===== config.mk =====
export PLATFORM = sky130hd
export DESIGN_NAME = interval_capture_flat
export DESIGN_NICKNAME = d
export VERILOG_FILES = /design/src/rtl/interval_capture_if.sv /design/src/rtl/interval_capture.sv /design/src/flat_wrapper.sv
export SDC_FILE = /design/constraint.sdc
export NUM_CORES = 1
export LEC_CHECK = 0
export CAP_MARGIN = 20
export CORE_MARGIN = 2
export CORE_UTILIZATION = 51
export CTS_CLUSTER_DIAMETER = 120
export DETAILED_ROUTE_END_ITERATION = 12
export PLACE_DENSITY = 0.77
export SYNTH_ARGS = -nofsm -noshare
export SYNTH_HDL_FRONTEND = slang
export SYNTH_SLANG_ARGS = --single-unit

===== constraint.sdc =====
create_clock -name clock -period 1.97 [get_ports clock]
set_input_delay 0.591 -clock clock [delete_from_list [all_inputs] [get_ports clock]]
set_output_delay 0.591 -clock clock [all_outputs]
set_load 0.02 [all_outputs]

===== src/rtl/interval_capture_if.sv =====
// Bundle of the arm/event inputs and measurement outputs of interval_capture.
// Also carries the encoded FSM state for observation.
interface interval_capture_if #(
  parameter int W = 8
);
  // Protocol: start is a single-cycle arm pulse sampled on the rising clock.
  // mark is a synchronous level; only its 0->1 transitions matter.
  // value/valid/busy/over are registered levels. valid=1 means value holds a
  // completed interval, and no acknowledge is needed.
  logic         start;
  logic         mark;
  logic [W-1:0] value;
  logic         valid;
  logic         busy;
  logic         over;
  logic [1:0]   dbg_state;

  modport master (
    output start, mark,
    input  value, valid, busy, over, dbg_state
  );

  modport slave (
    input  start, mark,
    output value, valid, busy, over, dbg_state
  );
endinterface


===== src/rtl/interval_capture.sv =====
// Measures clock cycles between two rising edges of mark after a start pulse.
// Optional INTERVAL_CAPTURE_REARM_EN: terminating edge also starts the next period.
module interval_capture #(
  parameter int W = 8
) (
  input  logic               clock,
  input  logic               reset,
  interval_capture_if.slave  bus
);
  typedef enum logic [1:0] {
    S_IDLE  = 2'd0,
    S_WAIT  = 2'd1,
    S_COUNT = 2'd2,
    S_DONE  = 2'd3
  } state_t;

  localparam logic [W-1:0] MAX = '1;
  localparam logic [W-1:0] ONE = W'(1);

  state_t       r_state, w_state_nxt;
  logic         r_mark_q;
  logic [W-1:0] r_count, w_count_nxt;
  logic [W-1:0] r_value, w_value_nxt;
  logic         r_valid, w_valid_nxt;
  logic         r_over,  w_over_nxt;
  logic         r_busy;
  logic         w_edge;
  logic         w_busy_nxt;
`ifdef INTERVAL_CAPTURE_REARM_EN
  // Saturation seen in the interval currently being counted.
  logic         r_sat, w_sat_nxt;
`endif

  assign w_edge     = bus.mark & ~r_mark_q;
  assign w_busy_nxt = (w_state_nxt == S_WAIT) || (w_state_nxt == S_COUNT);

  always_comb begin
    w_state_nxt = r_state;
    w_count_nxt = r_count;
    w_value_nxt = r_value;
    w_valid_nxt = r_valid;
    w_over_nxt  = r_over;
`ifdef INTERVAL_CAPTURE_REARM_EN
    w_sat_nxt   = r_sat;
`endif
    // start has priority in every state, including over a coincident edge.
    if (bus.start) begin
      w_state_nxt = S_WAIT;
      w_count_nxt = '0;
      w_value_nxt = '0;
      w_valid_nxt = 1'b0;
      w_over_nxt  = 1'b0;
`ifdef INTERVAL_CAPTURE_REARM_EN
      w_sat_nxt   = 1'b0;
`endif
    end else begin
      case (r_state)
        S_WAIT: begin
          if (w_edge) begin
            w_state_nxt = S_COUNT;
            w_count_nxt = ONE;
          end
        end
        S_COUNT: begin
          if (w_edge) begin
            w_value_nxt = r_count;
            w_valid_nxt = 1'b1;
`ifdef INTERVAL_CAPTURE_REARM_EN
            w_count_nxt = ONE;
            w_over_nxt  = r_sat;
            w_sat_nxt   = 1'b0;
`else
            w_state_nxt = S_DONE;
`endif
          end else if (r_count != MAX) begin
            w_count_nxt = r_count + ONE;
          end else begin
`ifdef INTERVAL_CAPTURE_REARM_EN
            w_sat_nxt   = 1'b1;
`else
            w_over_nxt  = 1'b1;
`endif
          end
        end
        default: ;
      endcase
    end
  end

  always_ff @(posedge clock) begin
    if (reset) begin
      r_state  <= S_IDLE;
      r_mark_q <= 1'b0;
      r_count  <= '0;
      r_value  <= '0;
      r_valid  <= 1'b0;
      r_over   <= 1'b0;
      r_busy   <= 1'b0;
`ifdef INTERVAL_CAPTURE_REARM_EN
      r_sat    <= 1'b0;
`endif
    end else begin
      r_state  <= w_state_nxt;
      r_mark_q <= bus.mark;
      r_count  <= w_count_nxt;
      r_value  <= w_value_nxt;
      r_valid  <= w_valid_nxt;
      r_over   <= w_over_nxt;
      r_busy   <= w_busy_nxt;
`ifdef INTERVAL_CAPTURE_REARM_EN
      r_sat    <= w_sat_nxt;
`endif
    end
  end

  assign bus.value     = r_value;
  assign bus.valid     = r_valid;
  assign bus.busy      = r_busy;
  assign bus.over      = r_over;
  assign bus.dbg_state = r_state;
endmodule


===== src/flat_wrapper.sv =====
// flat-port wrapper written by rule: the top's interface ports become plain ports
module interval_capture_flat 
#(
  parameter int W = 8
)
  (clock, reset, bus_start, bus_mark, bus_value, bus_valid, bus_busy, bus_over, bus_dbg_state);
  interval_capture_if #(.W(W)) bus_i ();
  input  logic clock;
  input  logic reset;
  input wire logic [$bits(bus_i.start)-1:0] bus_start;
  input wire logic [$bits(bus_i.mark)-1:0] bus_mark;
  output wire logic [$bits(bus_i.value)-1:0] bus_value;
  output wire logic [$bits(bus_i.valid)-1:0] bus_valid;
  output wire logic [$bits(bus_i.busy)-1:0] bus_busy;
  output wire logic [$bits(bus_i.over)-1:0] bus_over;
  output wire logic [$bits(bus_i.dbg_state)-1:0] bus_dbg_state;
  assign bus_i.start = bus_start;
  assign bus_i.mark = bus_mark;
  assign bus_value = bus_i.value;
  assign bus_valid = bus_i.valid;
  assign bus_busy = bus_i.busy;
  assign bus_over = bus_i.over;
  assign bus_dbg_state = bus_i.dbg_state;
  interval_capture #(.W(W)) u_core (.clock(clock), .reset(reset), .bus(bus_i));
endmodule

==> summary.md, run 1 <==
| Metric | Value |
|---|---|
| Status | `completed` |
| Mean Syn Cell Area | `approximately 9.3 µm²` |
| Count of TritonRoute iterations in the first routing pass | `4` |
| Nets@finish | `143` |
| Setup violators final | `0` |
| Leak | `between 0.0005 and 0.0006 µW` |
| Buffers added on ports | `16` |
| First-pass GRT wire length | `3520 µm` |
| Reg power frac | `between 50 and 60%` |
| DIE HEIGHT | `48.5 µm` |
| Post-route insts no fill | `162` |
| Gate power share | `9.4%` |
| Req. time, crit path | `between 1 and 1.5 ns` |
| Gr usage total | `19.0%` |
| Share of flip-flops with an asynchronous set or reset | `0%` |
| DIE WIDTH | `~48 µm` |
| Starting Density | `around 52%` |
| CTS sink count | `22` |
| VDD IR max | `just under 0.5 mV` |
| Delay-heaviest family, CP | `buffers and inverters` |
| Worst-margin pin slew | `around 0.37 ns` |
| Top Ports | `17` |
| Total global routing overflow | `0` |
| Sw frac | `~22%` |
| Vias in the first global route | `roughly 850` |
| Initial antenna violation count | `0` |
| Min Clock Period, post-route | `1.89 ns` |
| Worst Path Arrival | `1.30 ns` |
| Register Area | `roughly 440 µm²` |
| Hold Path Sink | `u_core.bus.value[7]` |
| Period utilisation layout | `a little over nine tenths` |
| Multi-input gate area | `about 520 µm²` |
| Worst r2r dst | `u_core.r_count[7]` |
| Layout fillers | `approximately 170` |
| Post-DP HPWL | `around 1500 µm` |
| DRC viols | `0` |
| Starting DRT DRC Count | `21` |
| Final-report hold violation count | `0` |
| Total routed wirelength | `slightly below 2000 µm` |
| Dpl cells | `158` |
| Crit path buf inv count | `1` |
| Yosys Warn Count | `0` |
| Register bit total from synthesis | `22` |
| DRT antenna net count | `0` |
| Max stage delay on crit path | `approximately 0.62 ns` |
| Top cells by count, synth | `dfxtp_1, nor2_1, mux2i_1, inv_1, nand3_1` |
| H-tree Lvls | `1` |
| Worst slack, placed | `-0.157 ns` |
| Placeable Area | `1920 µm²` |
| Clk_lat worst skew | `roughly 0.31 ns` |
| Worst hold path startpoint | `u_core.bus.value[7]` |
| Diode count | `0` |
| Worst Setup Path Type | `reg -> out` |
| DR WL/cell | `~12 µm` |
| CP max FO | `3` |
| Startpoint Class | `flop` |
| Cell-internal power | `599 µW` |
| CTS tree | `done` |
| Clock-pin slew on the worst setup and hold paths | `around 0.11 ns` |
| R2R Path Start | `u_core.bus.dbg_state[1]` |
| Post-Syn Instances | `between 100 and 150` |
| Crit path capture type | `output port` |
| Distinct cells, synth | `34` |
| Net Sw Power | `approximately 170 µW` |
| Setup WS post-layout | `0.0766 ns` |
| Cell Pwr Density | `about 590 nW/µm²` |
| Clock root buffer | `clkbuf_4` |
| R2r setup slk | `approximately 0.17 ns` |
| Hold Path Class | `reg -> reg` |
| GPL Wtd Cong | `between 0.7 and 0.8` |
| Setup Skew | `~0.00066 ns` |
| Synth top area share | `43.7%` |
| Max-cap violations | `0` |
| Leading area contributor after synthesis | `dfxtp_1` |
| Pin count of the biggest net entering global routing | `17` |
| Count leader, synth | `dfxtp_1` |
| Clock network power share | `between 30% and 40%` |
| Num CTS Buffers | `3` |
| Area Growth Syn to Fin | `28.8%` |
| Die area | `roughly 2300 µm²` |
| Slowest-stage cell, CP | `clkdlybuf4s50_1` |
| Vias | `between 800 and 900` |
| Synthesized Nets | `116` |
| Ratio of cells with drive above 1 in the final layout | `roughly 17%` |
| Synthesized area | `roughly 1000 µm²` |
| Rel. slew slack | `between 70% and 80%` |
| Final Max Slew Viols | `0` |
| R2R depth | `5` |
| Clock Tree Buf Depth | `2` |
| Fmax | `528 MHz` |
| EDFF count, synth | `0` |
| Cell Chain, Critical Path | `clkdlybuf4s50_1` |
| RSZ-0062 raised after global routing | `false` |
| Hold path depth | `2` |
| Vias per cell | `about 5.4` |
| Ys flop type | `dfxtp_1` |
| Top post-synthesis cells by area | `dfxtp_1, mux2i_1, nor2_1, ha_1, nand3_1` |
| Sequential cell area fraction in the yosys report | `a little over two fifths` |
| Site Rows | `16` |
flip-flops by register name, indices dropped and copies added, names as in the netlist:
name                  flops
u_core.bus.value          8
u_core.r_count            8
u_core.r_mark_q           1
u_core.bus.valid          1
u_core.bus.busy           1
u_core.bus.dbg_state      2
u_core.bus.over           1
routing by layer:
metal | part of all wire, % | global-route usage, % | vias to the layer above
li1 | - | - | 444
met1 | 44 | 23.0 | 406
met4 | 2.3 | 11.4 | 0
met5 | 0 | 0 | -
met3 | 3.4 | 3.40 | 5
met2 | 50 | 31.7 | 18
how the worst max path moves through the flow:
stage / end / cells past startpoint / from / slack, ns
2_1_floorplan: u_core.r_count[2] / 6 / u_core.bus.dbg_state[1] / 0.18
3_3_place_gp: u_core.r_count[3] / 5 / bus_mark / -0.11
3_5_place_dp: u_core.r_count[7] / 5 / bus_mark / -0.16
4_1_cts: bus_dbg_state[1] / 1 / u_core.bus.dbg_state[1] / 0.03
5_1_grt: u_core.r_count[7] / 5 / u_core.bus.dbg_state[1] / 0.02
6_report: bus_dbg_state[0] / 1 / u_core.bus.dbg_state[0] / 0.08
placed cells by master, fill, tap and decap left out, types with 2 or more instances in the layout:
master / n
nand3_1: 7
a31oi_1: 4
a21oi_1: 4
mux2i_1: 9
clkdlybuf4s50_1: 15
buf_4: 10
inv_1: 7
o21ba_2: 2
ha_1: 3
nor2_1: 13
or4_1: 3
o211ai_1: 4
nand3b_2: 2
nand2_1: 6
dfxtp_1: 22
clkbuf_4: 3
through the flow:
stage          setup TNS, ns  total power, µW  utilization, %  area, µm²  hold WS (ns)
2_1_floorplan              0              505               -       1010         0.464
3_3_place_gp          -0.692              535            65.6       1260         0.444
3_5_place_dp           -1.18              537            65.6       1260         0.460
4_1_cts                    0              778            67.4       1300         0.480
5_1_grt                    0              808            67.6       1300         0.512
6_report                   0              772            67.6       1300         0.475
final cells by class:
cell class                      instances  area share [%]
Tap cell                               27            2.60
Clock buffer                            4            2.79
Timing Repair Buffer                   26            18.3
Inverter                                7            2.02
Multi-Input combinational cell         76            40.4
Sequential cell                        22            33.9
power by group through the flow:
stage	sequential (µW)	combinational, µW	clock, µW
floorplan	468	37.0	0
global placement	463	71.1	0
detailed placement	464	73.1	0
CTS	454	73.4	251
global route	455	79.9	274
finish	454	72.8	246
repair_timing:
item	in CTS	in global routing
hold buffers	0	0
resized for setup	0	1
setup endpoints to repair	0	1
buffers inserted	0	0
hold endpoints to repair	0	0
cell families after synthesis:
group / share of synthesized area (%)
and+or+nand+nor: 22.0
AOI/OAI and AO/OA: 16.5
DFF: 43.7
buffers and inverters: 4.34
muxes: 8.93
adders and majority gates: 3.72
xor gates and xnor gates: 0.869
Note: power is estimated with default switching activity, not from simulation.
==> inputs of run 2 (changes only) <==
- CORE_MARGIN: 2 -> not set
==> run 2 against run 1 <==
  * Clock power about the same
  * Die area down 8.1%
  * Flip-flop and latch count unchanged
  * Non-clock buffer count down 1
  * Cell count down 1.9%
  * Worst setup slack worse by 0.012 ns
  * Clock-buffer cell count unchanged
==> summary.md, run 2 (same netlist as run 1, synthesis figures left out) <==
| Metric | Value |
|---|---|
| R2R Path Start | `u_core.bus.dbg_state[1] (unchanged)` |
| Req. time, crit path | `1.38 ns (about the same)` |
| Num CTS Buffers | `3 (unchanged)` |
| Pin count of the biggest net entering global routing | `17 (unchanged)` |
| Clk_lat worst skew | `0.30 ns (was 0.31 ns)` |
| Crit path capture type | `output port (unchanged)` |
| Crit path buf inv count | `1 (unchanged)` |
| Utilization after layout | `72.1% (was 67.6%)` |
| Crit. Startpoint | `u_core.bus.dbg_state[0] (unchanged)` |
| Register Area | `440 µm² (unchanged)` |
| Max-cap violations | `0 (unchanged)` |
| Cell Pwr Density | `600 nW/µm² (was 595 nW/µm²)` |
| Clock Tree Buf Depth | `2 (unchanged)` |
| Post-place instance area | `1250 µm² (was 1260 µm²)` |
| Most frequent cells in the layout | `dfxtp_1, clkdlybuf4s50_1, nor2_1 (unchanged)` |
| Fmax | `525 MHz (was 528 MHz)` |
| Final Instance Area | `1290 µm² (was 1300 µm²)` |
| Cts hold-fix bufs | `0 (unchanged)` |
| Worst Path Arrival | `1.31 ns (was 1.30 ns)` |
| Gr usage total | `20.6% (was 19.0%)` |
| Status | `completed (unchanged)` |
| CTS sink count | `22 (unchanged)` |
| Post-DP HPWL | `1500 µm (was 1540 µm)` |
| Die area | `2160 µm² (was 2350 µm²)` |
| Hold path depth | `2 (unchanged)` |
| Nets@finish | `142 (was 143)` |
| Layout fillers | `135 (was 173)` |
| Starting DRT DRC Count | `23 (was 21)` |
| Multi-input gate area | `524 µm² (unchanged)` |
| Total global routing overflow | `0 (unchanged)` |
| Period utilisation layout | `96.7% (was 96.1%)` |
| Total routed wirelength | `2060 µm (was 1980 µm)` |
| Worst Setup Path Type | `reg -> out (unchanged)` |
| CP max FO | `3 (unchanged)` |
| GPL Wtd Cong | `0.795 (was 0.737)` |
| Hold Path Class | `reg -> reg (unchanged)` |
| Vias | `893 (was 873)` |
| R2r setup slk | `0.23 ns (was 0.17 ns)` |
| VDD IR max | `0.522 mV (was 0.487 mV)` |
| R2R depth | `5 (unchanged)` |
| Diode count | `0 (unchanged)` |
| Cell Chain, Critical Path | `clkdlybuf4s50_1 (unchanged)` |
| Most common cell after layout, fill and taps aside | `dfxtp_1 (unchanged)` |
| Area Growth Syn to Fin | `27.5% (was 28.8%)` |
| Post-CTS sizing | `0 (unchanged)` |
| DIE HEIGHT | `46.5 µm (was 48.5 µm)` |
| Setup Skew | `0.00160 ns (was 0.000663 ns)` |
| Leak | `0.000480 µW (was 0.000503 µW)` |
| Rel. slew slack | `72.1% (was 75.0%)` |
| Dpl cells | `155 (was 158)` |
| Setup repair bufs after CTS | `0 (unchanged)` |
| Startpoint Class | `flop (unchanged)` |
| Vias in the first global route | `772 (was 847)` |
| Placeable Area | `1780 µm² (was 1920 µm²)` |
| Min Clock Period, post-route | `1.91 ns (was 1.89 ns)` |
| Worst r2r dst | `u_core.r_count[3] (was u_core.r_count[7])` |
| DR WL/cell | `13.0 µm (was 12.2 µm)` |
| Buffers added on ports | `16 (unchanged)` |
| Hold Path Sink | `u_core.bus.value[7] (unchanged)` |
| Count of TritonRoute iterations in the first routing pass | `4 (unchanged)` |
| DRC viols | `0 (unchanged)` |
| Worst-margin pin slew | `0.418 ns (was 0.375 ns)` |
| DIE WIDTH | `46.5 µm (was 48.5 µm)` |
| Top Ports | `17 (unchanged)` |
| Initial antenna violation count | `0 (unchanged)` |
| CTS tree | `done (unchanged)` |
| Setup violators final | `0 (unchanged)` |
| Max stage delay on crit path | `0.62 ns (about the same)` |
| Delay-heaviest family, CP | `buffers and inverters (unchanged)` |
| Slowest-stage cell, CP | `clkdlybuf4s50_1 (unchanged)` |
| Ratio of cells with drive above 1 in the final layout | `16.4% (was 17.0%)` |
| First-pass GRT wire length | `3190 µm (was 3520 µm)` |
| RSZ-0062 raised after global routing | `false (unchanged)` |
| Post-route insts no fill | `159 (was 162)` |
| DRT antenna net count | `0 (unchanged)` |
| H-tree Lvls | `1 (unchanged)` |
| Clock-pin slew on the worst setup and hold paths | `0.12 ns (was 0.11 ns)` |
| Site Rows | `15 (was 16)` |
| Clock root buffer | `clkbuf_4 (unchanged)` |
| Worst hold path startpoint | `u_core.bus.value[7] (unchanged)` |
| Final-report hold violation count | `0 (unchanged)` |
| Final Max Slew Viols | `0 (unchanged)` |
| Starting Density | `56.6% (was 52.5%)` |
| Vias per cell | `5.62 (was 5.39)` |
[run 2: cell count changes in the layout (fill, tap and decap cells not counted), sizes merged]
cell and change:
buf -1, clkdlybuf4s50 +1, dlymetal6s2s -1
[run 2: power by group]
group	internal (µW)	switching, µW	leakage, µW
registers	450	3.40	0.000178
clock network	113	132	0.0000210
logic	34.5	38.4	0.000281
total	597	174	0.000480
[run 2: final cells by class]
cell class	count	area share (%)
Inverter	7	2.04
Clock buffer	4	2.82
Multi-Input combinational cell	76	40.8
Timing Repair Buffer	25	17.7
Sequential cell	22	34.2
Tap cell	25	2.43
[run 2: metrics by stage]
| step | setup TNS [ns] | hold WS (ns) | setup WS, ns | power, µW |
|---|---|---|---|---|
| global placement | -0.748 | 0.446 | -0.0969 | 533 |
| global route | 0 | 0.501 | 0.0139 | 801 |
| floorplan | 0 | 0.464 | 0.179 | 505 |
| finish | 0 | 0.470 | 0.0644 | 772 |
| CTS | 0 | 0.479 | 0.0511 | 776 |
| detailed placement | -1.31 | 0.458 | -0.131 | 535 |
[run 2: worst max-delay path by stage]
| stage | endpoint | slack (ns) | cells past startpoint |
|---|---|---|---|
| after floorplan | u_core.r_count[2] | 0.18 | 6 |
| after global placement | u_core.r_count[7] | -0.1 | 5 |
| after detailed placement | u_core.r_count[3] | -0.13 | 5 |
| after CTS | bus_dbg_state[0] | 0.05 | 1 |
| after global routing | bus_dbg_state[0] | 0.01 | 1 |
| final | bus_dbg_state[0] | 0.06 | 1 |
[run 2: per-layer routing]
metal	vias up	track usage [%]	share of wire, %
li1	440	-	-
met1	412	27.2	47
met2	35	32.8	46
met3	6	3.53	5.3
met4	0	8.82	1.3
met5	-	0	0
